### src/rtl/arp_ctrl.sv
// ARP sequencer: answers ARP requests, resolves one IP to a MAC through a single-entry cache,
// and shares the arp_tx engine between replies (higher priority) and resolution requests.
module arp_ctrl #(
   parameter int TIMEOUT_CYC = 125_000_000,
   parameter int RETRY_MAX   = 3
) (
   input  logic        clk,
   input  logic        rst,
   input  logic        arp_rx_done,
   input  logic        arp_rx_type,
   input  logic [47:0] src_mac,
   input  logic [31:0] src_ip,
   input  logic        resolve_req,
   input  logic [31:0] resolve_ip,
   output logic        resolve_done,
   output logic        resolve_ok,
   output logic [47:0] resolve_mac,
   output logic        arp_tx_en,
   output logic        arp_tx_type,
   output logic [47:0] des_mac,
   output logic [31:0] des_ip,
   input  logic        arp_tx_done,
   output logic        cache_valid,
   output logic [31:0] cache_ip,
   output logic [47:0] cache_mac
);

   localparam int TW = $clog2(TIMEOUT_CYC);
   localparam int RW = $clog2(RETRY_MAX + 1);
   localparam logic [TW-1:0] TIMER_LAST = TW'(TIMEOUT_CYC - 1);
   localparam logic [RW-1:0] RETRY_LAST = RW'(RETRY_MAX);

   localparam logic [1:0] IDLE   = 2'd0;
   localparam logic [1:0] TX_RPL = 2'd1;
   localparam logic [1:0] TX_REQ = 2'd2;
   localparam logic [1:0] WAIT   = 2'd3;

   logic [1:0]    state_reg;
   logic [1:0]    ret_reg;
   logic [TW-1:0] timer_reg;
   logic [RW-1:0] retry_reg;
   logic          reply_pend_reg;
   logic          res_pend_reg;
   logic [47:0]   rpl_mac_reg;
   logic [31:0]   rpl_ip_reg;
   logic [31:0]   target_ip_reg;

   logic res_active;
   logic cache_hit;
   logic target_reply;
   logic timer_last;
   logic do_reply;
   logic do_req;

   // A reply serviced from WAIT still belongs to an active resolution.
   assign res_active   = (state_reg == TX_REQ) || (state_reg == WAIT) ||
                         ((state_reg == TX_RPL) && (ret_reg == WAIT));
   assign cache_hit    = cache_valid && (cache_ip == target_ip_reg);
   assign target_reply = arp_rx_done && arp_rx_type && (src_ip == target_ip_reg);
   assign timer_last   = (timer_reg == TIMER_LAST);

   always_comb begin
      do_reply = 1'b0;
      do_req   = 1'b0;
      case (state_reg)
         IDLE: begin
            do_reply = reply_pend_reg;
            do_req   = !reply_pend_reg && res_pend_reg && !cache_hit;
         end
         WAIT: begin
            do_reply = !target_reply && reply_pend_reg;
            do_req   = !target_reply && !reply_pend_reg && timer_last &&
                       (retry_reg < RETRY_LAST);
         end
         default: ;
      endcase
   end

   always_ff @(posedge clk) begin
      if (rst) begin
         state_reg      <= IDLE;
         ret_reg        <= IDLE;
         timer_reg      <= '0;
         retry_reg      <= '0;
         reply_pend_reg <= 1'b0;
         res_pend_reg   <= 1'b0;
         rpl_mac_reg    <= '0;
         rpl_ip_reg     <= '0;
         target_ip_reg  <= '0;
         resolve_done   <= 1'b0;
         resolve_ok     <= 1'b0;
         resolve_mac    <= '0;
         arp_tx_en      <= 1'b0;
         arp_tx_type    <= 1'b0;
         des_mac        <= '0;
         des_ip         <= '0;
         cache_valid    <= 1'b0;
         cache_ip       <= '0;
         cache_mac      <= '0;
      end else begin
         arp_tx_en    <= 1'b0;
         resolve_done <= 1'b0;

         if (arp_rx_done) begin
            cache_valid <= 1'b1;
            cache_ip    <= src_ip;
            cache_mac   <= src_mac;
         end

         if (resolve_req && !res_pend_reg && !res_active) begin
            res_pend_reg  <= 1'b1;
            target_ip_reg <= resolve_ip;
         end

         if (do_reply) begin
            arp_tx_en      <= 1'b1;
            arp_tx_type    <= 1'b1;
            des_mac        <= rpl_mac_reg;
            des_ip         <= rpl_ip_reg;
            reply_pend_reg <= 1'b0;
            ret_reg        <= state_reg;
            state_reg      <= TX_RPL;
         end else if (do_req) begin
            arp_tx_en    <= 1'b1;
            arp_tx_type  <= 1'b0;
            des_mac      <= 48'hff_ff_ff_ff_ff_ff;
            des_ip       <= target_ip_reg;
            res_pend_reg <= 1'b0;
            retry_reg    <= (state_reg == IDLE) ? RW'(1) : retry_reg + RW'(1);
            state_reg    <= TX_REQ;
         end else begin
            case (state_reg)
               IDLE: begin
                  if (res_pend_reg) begin
                     res_pend_reg <= 1'b0;
                     resolve_done <= 1'b1;
                     resolve_ok   <= 1'b1;
                     resolve_mac  <= cache_mac;
                  end
               end
               TX_RPL: if (arp_tx_done) state_reg <= ret_reg;
               TX_REQ: begin
                  if (arp_tx_done) begin
                     timer_reg <= '0;
                     state_reg <= WAIT;
                  end
               end
               WAIT: begin
                  if (target_reply) begin
                     resolve_done <= 1'b1;
                     resolve_ok   <= 1'b1;
                     resolve_mac  <= src_mac;
                     state_reg    <= IDLE;
                  end else if (timer_last) begin
                     resolve_done <= 1'b1;
                     resolve_ok   <= 1'b0;
                     resolve_mac  <= '0;
                     state_reg    <= IDLE;
                  end else begin
                     timer_reg <= timer_reg + TW'(1);
                  end
               end
               default: state_reg <= IDLE;
            endcase
         end

         // Placed last so a request arriving in the reply-launch cycle is not lost.
         if (arp_rx_done && !arp_rx_type) begin
            reply_pend_reg <= 1'b1;
            rpl_mac_reg    <= src_mac;
            rpl_ip_reg     <= src_ip;
         end
      end
   end

endmodule
### config.mk
export PLATFORM = sky130hd
export DESIGN_NAME = arp_ctrl
export DESIGN_NICKNAME = d
export VERILOG_FILES = /design/src/rtl/arp_ctrl.sv
export SDC_FILE = /design/constraint.sdc
export NUM_CORES = 1
export LEC_CHECK = 0
export ABC_AREA = 1
export CORE_MARGIN = 4
export CORE_UTILIZATION = 50
export DETAILED_ROUTE_END_ITERATION = 10
export HOLD_SLACK_MARGIN = 0.08
export MAX_ROUTING_LAYER = met4
export PLACE_DENSITY_LB_ADDON = 0.05
export SYNTH_ARGS = -nofsm -noshare
export SYNTH_HDL_FRONTEND = slang
export SYNTH_SLANG_ARGS = --single-unit
### constraint.sdc
create_clock -name clk -period 3.2 [get_ports clk]
set_clock_uncertainty 0.2 [all_clocks]
set_input_delay 0.32 -clock clk [delete_from_list [all_inputs] [get_ports clk]]
set_output_delay 0.32 -clock clk [all_outputs]
set_load 0.005 [all_outputs]
### Yosys cells after proc, flatten, opt, wreduce, memory -nomap -nowiden

Index checks and enable logic that the tools add are counted.

| cells by class | value |
|---|---|
| add/sub/neg operators | 2 |
| order comparisons | 1 |
| eq/ne operators | 18 |
| mux-type cells | 41 |
| bitwise logic cells | 2 |
| reductions and logical operators | 35 |

Operators with widths:

| operator | number |
|---|---|
| $mux W48 | 5 |
| $pmux W48 S2 | 1 |
| $mux W27 | 3 |
| $eq A32 B32 Y1 | 2 |
| $mux W32 | 2 |
| $pmux W27 S2 | 1 |
| $add A27 B1 Y27 const B | 1 |
| $eq A27 B27 Y1 const B | 1 |
| $mux W1 | 18 |
| $logic_and A1 B1 Y1 | 13 |
| $mux W2 | 6 |
| $ne A4 B4 Y1 const B | 3 |
| $ne A3 B3 Y1 const B | 3 |
| $ne A2 B2 Y1 const B | 4 |
| $pmux W1 S2 | 4 |
| $reduce_and A4 Y1 | 2 |
| $reduce_bool A2 Y1 | 4 |
| $eq A2 B2 Y1 const B | 3 |
| $logic_not A1 Y1 | 6 |
| $pmux W2 S3 | 1 |
| $reduce_and A6 Y1 | 1 |
| $ne A5 B5 Y1 const B | 1 |
| $reduce_and A5 Y1 | 1 |
| $reduce_bool A5 Y1 | 1 |
| 10 further kinds | 12 |

| storage, ports and cells | value |
|---|---|
| flip-flop bits (word level) | 360 |
| input bits | 118 |
| output and inout port bits | 213 |
| word-level logic and storage cells | 119 |

### Logic depth before layout (Yosys ltp)

Gate-level depths: netlist (run 1).

| logic depth | value |
|---|---|
| depth after elaboration | 10 |
| gate-level depth with buffers | 19 |
| depth with buffers taken out | 18 |

### Least setup slack after synthesis (run 1)

No wires, ideal clock.

| timing | value |
|---|---|
| path kind | reg-to-reg |
| from | register target_ip_reg[26] |
| to | register resolve_mac[13] |
| setup time | 0.113 ns |
| arrival time | 1.731 ns |
| data required time | 2.887 ns |
| path slack | 1.156 ns |
| stages on the path, launching flop included | 15 |
| path buffers | 2 |
| clock period less this slack | 2.044 ns |
| cell sequence | dfxtp_1 > xnor2_1 > nand2_1 > nor2_1 > nand2_1 > nor2_1 > nand3_1 > nand2_1 > nand2_1 > nand2_4 > nand4_4 > buf_6 > buf_6 > nor2_1 > nor2_1 |

| between the ends | value |
|---|---|
| cells in the longest elaborated chain, start to end | 9 |
| elaborated cells between the ends (all ways) | 19 |
| classes of those cells | eq/ne: 3; mux: 4; bitwise: 2; reduce/logical: 10 |

RTL lines:

| what | RTL line | RTL |
|---|---|---|
| start, declared | 46 | `logic [31:0] target_ip_reg;` |
| start signal, assigned | 112 | `target_ip_reg <= resolve_ip;` |
| $eq A32 B32 Y1 | 59 | `assign target_reply = arp_rx_done && arp_rx_type && (src_ip == target_ip_reg);` |
| $logic_and A1 B1 Y1 | 59 |  |
| $logic_not A1 Y1 | 71, 72 |  |
| $logic_and A1 B1 Y1 (3 in a row) | 72 | `do_req = !target_reply && !reply_pend_reg && timer_last &&` |
| $pmux W1 S2 | 65 | `case (state_reg)` |
| $not A1 Y1 (no source line) | - |  |
| $reduce_and A5 Y1 (no source line) | - |  |
| end signal, assigned | 138 | `resolve_mac <= cache_mac;` |
| end signal, assigned | 152 | `resolve_mac <= src_mac;` |
| end, declared | 17 | `output logic [47:0] resolve_mac,` |

Parallel ways exist; a longest one is shown, timed or not.
A chain may end at the register's enable or synchronous reset.

### Worst setup path after layout (run 1)

| timing | value |
|---|---|
| from | input port arp_rx_done |
| to | register des_ip[12] |

| between the ends | value |
|---|---|
| cells in the longest elaborated chain, start to end | 8 |
| elaborated cells between the ends (all ways) | 11 |
| classes of those cells | mux: 3; reduce/logical: 8 |

RTL lines:

| what | RTL line | RTL |
|---|---|---|
| start, declared | 9 | `input logic arp_rx_done,` |
| $logic_and A1 B1 Y1 * (2 in a row) | 59 |  |
| $logic_not A1 Y1 * | 71, 72 |  |
| $logic_and A1 B1 Y1 (3 in a row) | 72 |  |
| $pmux W1 S2 | 65 |  |
| $reduce_bool A2 Y1 (no source line) | - |  |
| end signal, assigned | 119 | `des_ip <= rpl_ip_reg;` |
| end signal, assigned | 127 | `des_ip <= target_ip_reg;` |
| end, declared | 21 | `output logic [31:0] des_ip,` |

Every way passes the cells marked *; elsewhere a longest branch is shown, timed or not.

==> impl_metrics.json, run 1 <==
{
  "start_util_pct": 50.8,
  "ant_nets": 0,
  "cpMostUsedCell": "nand2_1",
  "wl_per_cell_um": 16.6,
  "hp-class": "in -> reg",
  "seqCellArea_mm2": 0.00721,
  "maxSlewHeadroom_pct": 40.0,
  "multi_input_area_mm2": 0.00662,
  "h-tree-depth": 2,
  "fin_util_pct": 66.8,
  "synth_edf_count": 0,
  "drt_first_pass_iters": 5,
  "syn_inst": 2210,
  "cts_tree": "yes",
  "post-cts-setup-buffers": 0,
  "cp.arrival_ps": 2900,
  "layout_common_cells": "428 x nand2_1, 360 x dfxtp_1, 328 x clkdlybuf4s50_1",
  "clock-root-buffer": "clkbuf_16",
  "min_period_ps": 2750,
  "port-buffer-count": 330,
  "slew_violations": 0,
  "wl_um": 48300,
  "ys_seq_elements": 360,
  "die_y_um": 185,
  "worst_slew_pin_slew_ps": 901,
  "peakVddDrop_mv": 0.487,
  "grt_pass1_wl_um": 76500,
  "rows": 64,
  "path_cells": "dlygate4sd3_1, buf_4, nand2_1, a21oi_1, nand4_1, nor2_1, nand3_1, nand2_1, nand2_1, nand2_4, inv_2, nand2_1, o21ai_0, inv_1, a21oi_1",
  "die_w_um": 185,
  "syn_area_mm2": 0.0156,
  "fin_crit_sh_pct": 85.8,
  "grt_start_max_net_pins": 89,
  "globalRoute.totalOverflow": 0,
  "crit_path_max_incr_delay_ps": 520,
  "path_buf_inv": 4,
  "rsz0062_at_grt": "false",
  "drt-vias-per-instance": 5.22,
  "numCtsBuffers": 38,
  "gp_congestion": 0.912,
  "first_global_vias": 14464,
  "crit_fanout": 37,
  "die_area_mm2": 0.0341,
  "powerDensity_mw_per_mm2": 719,
  "yosys_most_used_dff": "dfxtp_1",
  "tns_ps": 0,
  "dp_hpwl_um": 33900,
  "dp.cells": 2842,
  "whs_ps": 178,
  "hold_violations": 0,
  "drc": 0,
  "cp_slowest_cell": "dlygate4sd3_1",
  "syn_nets": 2336,
  "cp_data_required_time_ps": 3350,
  "area_growth_pct": 31.5,
  "finalSetupViolCount": 0,
  "status": "finished clean",
  "cts.path.max_buffers": 3,
  "synth_area_leader_cell": "dfxtp_1",
  "cts_sinks": 360,
  "nFillCells": 2688,
  "critPathKind": "in -> reg",
  "end_kind": "flop",
  "mostFrequentLayoutCell": "nand2_1",
  "syn_avg_cell_area_um2": 7.05,
  "fmax_ghz": 0.364,
  "num_vias": 15209,
  "drt_iter0_markers": 1058,
  "layout-drive-gt1-share_pct": 5.53,
  "synth_area_leaders": "dfxtp_1 46%, nand2_1 10%, o21ai_0 9.7%, inv_1 7.0%, a21oi_1 6.1%",
  "ys_warn_count": 0,
  "p_leak_nw": 8.75,
  "core_mm2": 0.0307,
  "drv_cap": 0,
  "antenna_found_initial": 1,
  "yosysSeqAreaShare_pct": 46.2,
  "path_clk_slew_ps": 60,
  "track_usage_pct": 28.2,
  "final_cells": 2912,
  "path_delay_family": "buffers and inverters",
  "yosysUniqueCellTypes": 38,
  "async_flop_share_pct": 0,
  "clk_latency_ps": 520,
  "fin_nets": 2614,
  "pin_count": 331,
  "synth_top_area_share_pct": 46.2,
  "start_kind": "primary input"
}
through the flow:
stage	instance area [µm²]	worst slack, ps	total power, mW
after floorplan	15600	1160	8.02
after global placement	19100	137	10.0
after detailed placement	19100	49.6	10.1
after CTS	20500	465	14.8
after global routing	20500	204	15.6
final	20500	453	14.7
final timing paths:
kind / start / endpoint / slack [ps] / cells past startpoint
max reg2reg: target_ip_reg[19] / des_ip[12] / 500 / 15
min: resolve_ip[25] / target_ip_reg[25] / 180 / 3
max: arp_rx_done / des_ip[12] / 450 / 15
min reg2reg: rpl_mac_reg[36] / rpl_mac_reg[36] / 250 / 2
logic make-up after synthesis:
family	share of synthesized area, %
AOI/OAI and AO/OA	17.3
xor gates and xnor gates	2.42
adders and majority gates	0.642
buffers and inverters	11.3
DFF	46.2
and+or+nand+nor	22.1
synth_stat cells (2+ instances only):
master / instances
clkbuf_1: 89
nand2_4: 3
nor2_2: 2
xor2_1: 21
nand3_1: 112
nor2_1: 236
inv_1: 290
nand2_1: 430
nand4_1: 13
nor3_1: 17
buf_2: 13
o21ai_0: 302
o21ai_1: 3
ha_1: 8
nor3_2: 2
buf_6: 7
nor4_1: 3
a22oi_1: 5
a21oi_1: 190
buf_1: 9
dfxtp_1: 360
xnor2_1: 22
inv_2: 17
o22ai_1: 25
nand3b_1: 3
buf_4: 11
or2_2: 2
clkinv_1: 3
nand2_2: 3
final cells by class:
class                   count  share of cell area (%)
diodes                      1                  0.0122
clock buffers              52                    5.34
clock inverters            15                    1.17
inverters                 311                    5.75
multi-input cells        1410                    32.3
flip-flops and latches    360                    35.2
well taps                 396                    2.42
repair buffers            367                    17.8
metal layers:
layer  GRT usage (%)  vias up  routed length (µm)
met3            5.11       87                3610
met2            43.8      514               22000
met5               -        -                   0
li1                -     7565                   -
met1            37.9     7043               21400
met4            8.02        0                1350
tightest hold or removal path, cell delays in order:
cell and delay [ps]:
clkdlybuf4s50_1 410, nand2_1 70, a21oi_1 50
report_power, final:
group          internal [mW]  switching (mW)  leakage (nW)
combinational           1.97            2.32          5.13
clock                   2.88            1.80         0.662
sequential              5.25           0.515          2.96
total                   10.1            4.64          8.75
timing repair:
action,CTS,global route
setup endpoints to repair,0,0
gates resized for setup,0,0
hold buffers,2,0
endpoints found under the hold margin,16,0
Note: power is estimated with default switching activity, not from simulation.
==> run 2: changes to the inputs <==
--- a/config.mk
+++ b/config.mk
@@ -12,6 +12,7 @@
 export HOLD_SLACK_MARGIN = 0.08
 export MAX_ROUTING_LAYER = met4
 export PLACE_DENSITY_LB_ADDON = 0.05
+export RECOVER_POWER = 50
 export SYNTH_ARGS = -nofsm -noshare
 export SYNTH_HDL_FRONTEND = slang
 export SYNTH_SLANG_ARGS = --single-unit
==> impl_metrics.json, run 2 (same netlist as run 1, synthesis figures left out) <==
{
  "drt_first_pass_iters": 5,
  "post-place-ws_ps": 49.6,
  "maxSlewHeadroom_pct": -16.6,
  "path_delay_family": "buffers and inverters",
  "fin_nets": 2614,
  "layout_common_cells": "428 x nand2_1, 360 x dfxtp_1, 302 x o21ai_0",
  "slew_violations": 80,
  "crit_fanout": 57,
  "finalSetupViolCount": 0,
  "cp.arrival_ps": 3060,
  "ant_nets": 0,
  "die_area_mm2": 0.0341,
  "wl_um": 48200,
  "worst_slew_pin_slew_ps": 1750,
  "min_period_ps": 2890,
  "final_cell_area_mm2": 0.0205,
  "hp-class": "in -> reg",
  "cts_tree": "yes",
  "dp_hpwl_um": 33900,
  "drt_iter0_markers": 1057,
  "layout_setup_ws_ps": 313,
  "drt-vias-per-instance": 5.20,
  "critPathKind": "in -> reg",
  "cts.path.max_buffers": 3,
  "start_kind": "primary input",
  "globalRoute.totalOverflow": 0,
  "powerDensity_mw_per_mm2": 708,
  "drc": 0,
  "core_mm2": 0.0307,
  "tns_ps": 0,
  "first_global_vias": 14464,
  "drv_cap": 1,
  "whs_ps": 181,
  "peakVddDrop_mv": 0.484,
  "clk_latency_ps": 510,
  "fin_crit_sh_pct": 90.2,
  "place_area_mm2": 0.0191,
  "fmax_ghz": 0.346,
  "antenna_found_initial": 2,
  "track_usage_pct": 28.2,
  "path_cells": "dlygate4sd3_1, clkbuf_1, clkinvlp_4, clkbuf_2, nand3_1, o21ai_0",
  "worstReg2RegEnd": "des_ip[12]",
  "cp_slowest_cell": "clkbuf_2",
  "end_kind": "flop",
  "p_leak_nw": 9.29,
  "port-buffer-count": 330,
  "crit_path_max_incr_delay_ps": 840,
  "setup.worst_path.end": "rpl_ip_reg[9]",
  "cts_sinks": 360,
  "area_growth_pct": 31.3,
  "numCtsBuffers": 38,
  "status": "complete, but fails checks",
  "die_w_um": 185,
  "r2r_start": "target_ip_reg[19]",
  "grt_start_max_net_pins": 89,
  "reg2reg_slack_ps": 440,
  "wl_per_cell_um": 16.6,
  "grt_pass1_wl_um": 76500,
  "rows": 64,
  "gp_congestion": 0.912,
  "path_buf_inv": 4,
  "hold_violations": 0,
  "cp_data_required_time_ps": 3370,
  "violations": "capacitance limit, slew limit",
  "rsz0062_at_grt": "false",
  "die_y_um": 185,
  "mostFrequentLayoutCell": "nand2_1",
  "h-tree-depth": 2,
  "layout-drive-gt1-share_pct": 5.45,
  "crit_start": "rst",
  "pin_count": 331,
  "r2r_cells": 15,
  "num_vias": 15153,
  "path_clk_slew_ps": 60,
  "clock-root-buffer": "clkbuf_16",
  "start_util_pct": 50.8,
  "worstSetupPathDepth": 6
}
==> run 2: worst register-to-register path, stage by stage (launching register included) <==
cell and delay (ps):
dfxtp_1 340, inv_1 90, nand2_1 80, nand2_1 50, nor2_1 110, nand3b_1 140
nor2_1 270, nand3_1 170, nand2_1 130, nand2_1 90, nand2_4 160, inv_2 330
nand2_1 180, o21ai_0 100, inv_1 80, a21oi_1 60
==> run 2: metal layers <==
layer  track usage [%]  vias up  wire, µm
li1                  -     7559         -
met1              37.9     7029     21400
met2              43.8      479     22100
met3              5.11       86      3340
met4              8.02        0      1370
met5                 -        -         0
==> run 2: area by class of cell <==
| cell class | count | area (µm²) |
|---|---|---|
| clock buffer | 52 | 1090 |
| sequential | 360 | 7210 |
| clock inverter | 15 | 240 |
| multi-input combinational | 1410 | 6620 |
| tap | 396 | 495 |
| fill | 2694 | 10200 |
| antenna | 1 | 2.50 |
| timing repair buffer | 367 | 3630 |
| inverter | 311 | 1180 |
==> run 2: power breakdown <==
group	switching, mW	total [mW]	internal [mW]	leakage (nW)
sequential	0.489	5.74	5.25	2.96
combinational	2.32	4.07	1.76	5.67
clock	1.80	4.67	2.88	0.662
total	4.60	14.5	9.88	9.29
==> run 2: worst min-delay path by stage <==
stage	start	endpoint	slack, ps	cells after the start
final	resolve_ip[25]	target_ip_reg[25]	180	3
after global routing	src_mac[9]	rpl_mac_reg[9]	210	3
after CTS	resolve_ip[25]	target_ip_reg[25]	180	3
after detailed placement	rpl_mac_reg[10]	rpl_mac_reg[10]	240	2
after global placement	rpl_mac_reg[28]	rpl_mac_reg[28]	240	2
after floorplan	rpl_ip_reg[31]	rpl_ip_reg[31]	220	2
==> run 2: timing repair <==
action	CTS	global route
hold buffers	2	0
setup buffers	0	0
endpoints found under the hold margin	16	0
gates resized for setup	0	0
==> run 2: through the flow <==
stage               instances  utilization, %  power (mW)
global route             2912            66.7        15.3
finish                   2912            66.7        14.5
global placement         2842            62.4        10.0
detailed placement       2842            62.4        10.1
CTS                      2911            66.8        14.8
floorplan                2210               -        8.02
